## src/rtl/ttt_move_arbiter.sv

```systemverilog
// ttt_move_arbiter: tic-tac-toe turn controller.
// Validates X/O moves, owns the board, detects win, cats and timeout.
module ttt_move_arbiter #(
  parameter int TIMEOUT_CYCLES = 1000,
  parameter int CNT_W          = 10
) (
  input  logic       clk,
  input  logic       reset,
  input  logic       reqX,
  input  logic [3:0] posX,
  input  logic       reqO,
  input  logic [3:0] posO,
  output logic       ackX,
  output logic       nakX,
  output logic       ackO,
  output logic       nakO,
  output logic       turnX,
  output logic       turnO,
  output logic [8:0] occ_square,
  output logic [8:0] occ_player,
  output logic [3:0] move_cnt,
  output logic       game_over,
  output logic [1:0] winner,
  output logic       timeout_forfeit
);

  typedef enum logic [2:0] {
    IDLE, WAIT_X, CHK_X, WAIT_O, CHK_O, DONE
  } state_t;

  localparam logic [CNT_W-1:0] T_LAST = CNT_W'(TIMEOUT_CYCLES - 1);

  state_t           state, nxt;
  logic             reqX_q, reqO_q;
  logic             edgeX, edgeO;
  logic [3:0]       pos_q;
  logic [CNT_W-1:0] timer;
  logic             expired, legal, accept;
  logic             win_now, full_now;
  logic [15:0]      occ_ext;
  logic [8:0]       sq_bit, mine_nxt;
  logic [3:0]       cnt_nxt;

  function automatic logic has_trey(input logic [8:0] b);
    has_trey = ((b & 9'b100100100) == 9'b100100100) ||
               ((b & 9'b010010010) == 9'b010010010) ||
               ((b & 9'b001001001) == 9'b001001001) ||
               ((b & 9'b111000000) == 9'b111000000) ||
               ((b & 9'b000111000) == 9'b000111000) ||
               ((b & 9'b000000111) == 9'b000000111) ||
               ((b & 9'b100010001) == 9'b100010001) ||
               ((b & 9'b001010100) == 9'b001010100);
  endfunction

  // Win test looks at the board as it will be after this move.
  always_comb begin
    edgeX    = reqX & ~reqX_q;
    edgeO    = reqO & ~reqO_q;
    expired  = (timer == T_LAST);
    occ_ext  = {7'd0, occ_square};
    legal    = (pos_q <= 4'd8) && !occ_ext[pos_q];
    sq_bit   = 9'd1 << pos_q;
    mine_nxt = sq_bit | ((state == CHK_X) ?
               (occ_square & occ_player) :
               (occ_square & ~occ_player));
    win_now  = has_trey(mine_nxt);
    cnt_nxt  = (move_cnt == 4'd9) ? 4'd9 : move_cnt + 4'd1;
    full_now = (cnt_nxt == 4'd9);
    accept   = ((state == CHK_X) || (state == CHK_O)) && legal;
  end

  always_ff @(posedge clk or posedge reset) begin
    if (reset) state <= IDLE;
    else       state <= nxt;
  end

  always_comb begin
    nxt = state;
    unique case (state)
      IDLE:   nxt = WAIT_X;
      WAIT_X: begin
        if (edgeX)        nxt = CHK_X;
        else if (expired) nxt = DONE;
      end
      CHK_X: begin
        if (!legal)                nxt = WAIT_X;
        else if (win_now || full_now) nxt = DONE;
        else                       nxt = WAIT_O;
      end
      WAIT_O: begin
        if (edgeO)        nxt = CHK_O;
        else if (expired) nxt = DONE;
      end
      CHK_O: begin
        if (!legal)                nxt = WAIT_O;
        else if (win_now || full_now) nxt = DONE;
        else                       nxt = WAIT_X;
      end
      DONE:    nxt = DONE;
      default: nxt = IDLE;
    endcase
  end

  always_comb begin
    turnX     = (state == WAIT_X) || (state == CHK_X);
    turnO     = (state == WAIT_O) || (state == CHK_O);
    game_over = (state == DONE);
  end

  // Timer saturates so an expiry reached during CHK fires in the next WAIT.
  always_ff @(posedge clk or posedge reset) begin
    if (reset) begin
      reqX_q          <= 1'b0;
      reqO_q          <= 1'b0;
      pos_q           <= '0;
      timer           <= '0;
      ackX            <= 1'b0;
      nakX            <= 1'b0;
      ackO            <= 1'b0;
      nakO            <= 1'b0;
      occ_square      <= '0;
      occ_player      <= '0;
      move_cnt        <= '0;
      winner          <= 2'b00;
      timeout_forfeit <= 1'b0;
    end else begin
      reqX_q <= reqX;
      reqO_q <= reqO;
      ackX   <= 1'b0;
      nakX   <= 1'b0;
      ackO   <= 1'b0;
      nakO   <= 1'b0;
      if ((state == IDLE) || accept)
        timer <= '0;
      else if ((state != DONE) && (timer != T_LAST))
        timer <= timer + 1'b1;
      unique case (state)
        WAIT_X: begin
          nakO <= edgeO;
          if (edgeX) pos_q <= posX;
          else if (expired) begin
            winner          <= 2'b10;
            timeout_forfeit <= 1'b1;
          end
        end
        WAIT_O: begin
          nakX <= edgeX;
          if (edgeO) pos_q <= posO;
          else if (expired) begin
            winner          <= 2'b01;
            timeout_forfeit <= 1'b1;
          end
        end
        CHK_X: begin
          nakO <= edgeO;
          if (!legal) nakX <= 1'b1;
          else begin
            occ_square <= occ_square | sq_bit;
            occ_player <= occ_player | sq_bit;
            move_cnt   <= cnt_nxt;
            ackX       <= 1'b1;
            if (win_now)       winner <= 2'b01;
            else if (full_now) winner <= 2'b11;
          end
        end
        CHK_O: begin
          nakX <= edgeX;
          if (!legal) nakO <= 1'b1;
          else begin
            occ_square <= occ_square | sq_bit;
            occ_player <= occ_player & ~sq_bit;
            move_cnt   <= cnt_nxt;
            ackO       <= 1'b1;
            if (win_now)       winner <= 2'b10;
            else if (full_now) winner <= 2'b11;
          end
        end
        DONE: begin
          nakX <= edgeX;
          nakO <= edgeO;
        end
        default: ;
      endcase
    end
  end

endmodule

```

## config.mk

```make
export PLATFORM = sky130hd
export DESIGN_NAME = ttt_move_arbiter
export DESIGN_NICKNAME = d
export VERILOG_FILES = /design/src/rtl/ttt_move_arbiter.sv
export SDC_FILE = /design/constraint.sdc
export NUM_CORES = 1
export LEC_CHECK = 0
export BUFFER_PORTS_ARGS = -buffer_cell sky130_fd_sc_hd__buf_4
export CAP_MARGIN = 20
export CORE_MARGIN = 2
export CORE_UTILIZATION = 55
export CTS_CLUSTER_SIZE = 8
export DETAILED_ROUTE_END_ITERATION = 16
export HOLD_SLACK_MARGIN = 0.08
export PLACE_DENSITY = 0.79
export SLEW_MARGIN = 0
export SYNTH_ARGS = -nofsm -noshare
export SYNTH_HDL_FRONTEND = slang
export SYNTH_SLANG_ARGS = --single-unit
```

## constraint.sdc

```tcl
create_clock -name clk -period 3.08 [get_ports clk]
set_clock_uncertainty 0.05 [all_clocks]
set_input_delay 0.308 -clock clk [delete_from_list [all_inputs] [get_ports clk]]
set_output_delay 0.308 -clock clk [all_outputs]
set_load 0.005 [all_outputs]
```

==> impl_results.md <==
- Number of global-route vias before repair: 1915
- Setup Buffers After CTS: 0
- Via count: 2080
- Post-DRT Antenna Nets: 0
- Max Cap Viol: 0
- Seq cells post-synth: 48
- TritonCTS Buffers: 5
- Most common cell after layout, fill and taps aside: buf_4
- Clock-pin slew on the worst setup and hold paths: 0.08 ns
- Cells along the critical path: mux4_2, mux2_2, o22a_1, a211oi_4, nand2_1, mux2_1
- Yosys top cell by area: dfrtp_1
- Cell Count, Final, Fillers Out: 355
- Cells after Synth: 253
- Std-Cell Rows: 24
- VDD IR max: 0.000313 V
- Routed len/inst: 15.4 µm
- Post-Place Worst Slack: 0.337 ns
- Top Usage Layer GRT: met2
- Leakage Power: 0.00153 µW
- Synthesized cell area: 2520 µm²
- TritonRoute pass-1 iters: 4
- FF/Latch Area: 1200 µm²
- CTS Sinks: 48
- Antenna Cells: 0
- GR Layer Usage met2: 0.338
- Cell variety after synth: 47
- IO Pins: 44
- Worst EP arrival: 2.89 ns
- Slew @ Worst Pin: 0.655 ns
- Core Area: 4380 µm²
- Post-route DRC: 0
- Clock Path Buffers: 2
- Vias per cell: 5.86
- Crit start category: register
- GPL Wtd Cong: 0.916
- Grt ovf: 0
- Dominant register cell in the synthesized netlist: dfrtp_1
- CP max-delay cell: dfrtp_1
- Fin crit period: 2.75 ns
- Placed Cells: 343
- Share of post-route cells with drive strength above 1: 0.218
- Register area share after synthesis: 0.477
- Synth area leaders: dfrtp_1, a21oi_1, xnor2_1
- Dpl hpwl: 3810 µm
- Total track usage: 0.225
- Die W: 71.7 µm
- Met1 Use GR: 0.328
- Die area: 5140 µm²
- Crit-path max FO: 12
- Status: finished, final reports clean
- Critical path endpoint category: register
- Layout area overhead: 20.6%
- Syn_nets: 266
- Largest net degree at the start of global routing: 49
- Async SR Flop Fraction: 1.00
- CP Class: register to register
- CTS tree: done
- Slew Limit Fails: 0
- Port Buffers: 43
- Most frequent cells in the layout: buf_4, dfrtp_1, a21oi_1
- Root buf cell: clkbuf_8
- Final worst slack: 0.333 ns
- Footprint of the multi-input gates: 1240 µm²
- First-pass GRT wire length: 9020 µm
- Fin nets: 315
- Max Fclk: 364 MHz
- Die Ht: 71.7 µm
- Syn Area/Cell: 9.96 µm²
- Setup TNS: 0 ns
- Clock Latency Late Sink: 0.30 ns
- Met3 usage: 0.0422
- Hold crit path type: input pin to register
- Routed wire length: 5480 µm
- Synth top area share: 0.477
- H-tree level count: 2
- Worst relative slew slack: 0.557
- PD cells: 346 nW/µm²
- Fillers: 360
- DR iter-0 viols: 144
- Final setup violation count: 0
- Tcrit/Tclk final: 0.892
- YS warnings: 0
- WP data required: 3.22 ns
- Critical Path Max Stage Delay: 0.55 ns
- Initial antenna violation count: 0
- Hold Violations, Final: 0
- Number of synthesized flops with an enable pin: 0
- RSZ-0062 raised after global routing: false
- Initial core utilization: 0.575
- Reg2reg setup slack: 0.33 ns
[area by class of cell]
| cell class | instances | share of cell area |
|---|---|---|
| flip-flops and latches | 48 | 0.395 |
| multi-input cells | 189 | 0.409 |
| inverters | 4 | 0.00494 |
| well taps | 52 | 0.0214 |
| repair buffers | 54 | 0.140 |
| clock buffers | 8 | 0.0296 |
[cells in the mapped netlist (6+ instances only)]
| cell | count |
|---|---|
| nand3_1 | 6 |
| o21ai_0 | 6 |
| and3_1 | 6 |
| nand2b_1 | 10 |
| a21o_1 | 12 |
| dfrtp_1 | 48 |
| nor3_1 | 8 |
| mux2i_1 | 8 |
| nand2_1 | 14 |
| a21oi_1 | 28 |
| xnor2_1 | 13 |
| nor2_1 | 25 |
[logic make-up after synthesis]
| family | after synthesis | synth area share |
|---|---|---|
| AOI/OAI and AO/OA | 65 | 0.169 |
| xor gates and xnor gates | 18 | 0.0626 |
| adders and majority gates | 2 | 0.00894 |
| buffers and inverters | 16 | 0.0303 |
| DFF | 48 | 0.477 |
| muxes | 12 | 0.0586 |
| and+or+nand+nor | 92 | 0.194 |
[timing repair]
item                                   in CTS  in global routing
resized for setup                           0                  0
endpoints found under the hold margin       2                 17
hold buffers                                2                  1
[final timing paths]
check | depth (start not counted) | startpoint | to
worst min register to register | 1 | timeout_forfeit$_DFFE_PP0P_ | timeout_forfeit$_DFFE_PP0P_
min in group asynchronous | 3 | reset | occ_square[1]$_DFFE_PP0P_
worst min-delay path | 3 | posO[3] | pos_q[3]$_DFFE_PP0P_
worst max-delay path | 6 | pos_q[0]$_DFFE_PP0P_ | move_cnt[1]$_DFFE_PP0P_
worst max register to register | 6 | pos_q[0]$_DFFE_PP0P_ | move_cnt[1]$_DFFE_PP0P_
max in group asynchronous | 4 | reset | winner[0]$_DFFE_PP0P_
[stage by stage]
stage / hold slack, ns / total power [µW] / cell area [µm²] / util
floorplan: 0.289 / 661 / 2520 / -
global placement: 0.374 / 679 / 2900 / 0.661
detailed placement: 0.378 / 679 / 2900 / 0.661
CTS: 0.233 / 1060 / 3010 / 0.686
global route: 0.265 / 1090 / 3040 / 0.693
finish: 0.260 / 1050 / 3040 / 0.693
[metal layers]
metal,vias to the layer above,part of all wire
met1,1005,0.46
met4,0,0.017
met2,62,0.47
li1,1002,-
met3,11,0.060
met5,-,0
[where the power goes]
group	switching, µW	internal, µW	leakage (µW)
Clock	198	183	0.0000455
Sequential	0.679	632	0.000648
Combinational	20.0	18.8	0.000840
[worst max-delay path: cells and delay by family (launching register included)]
kind,cells,cell delay (ns)
DFF,1,0.55
and+or+nand+nor,1,0.12
muxes,3,1.13
AOI/OAI and AO/OA,2,0.79
Note: power is estimated with default switching activity, not from simulation.
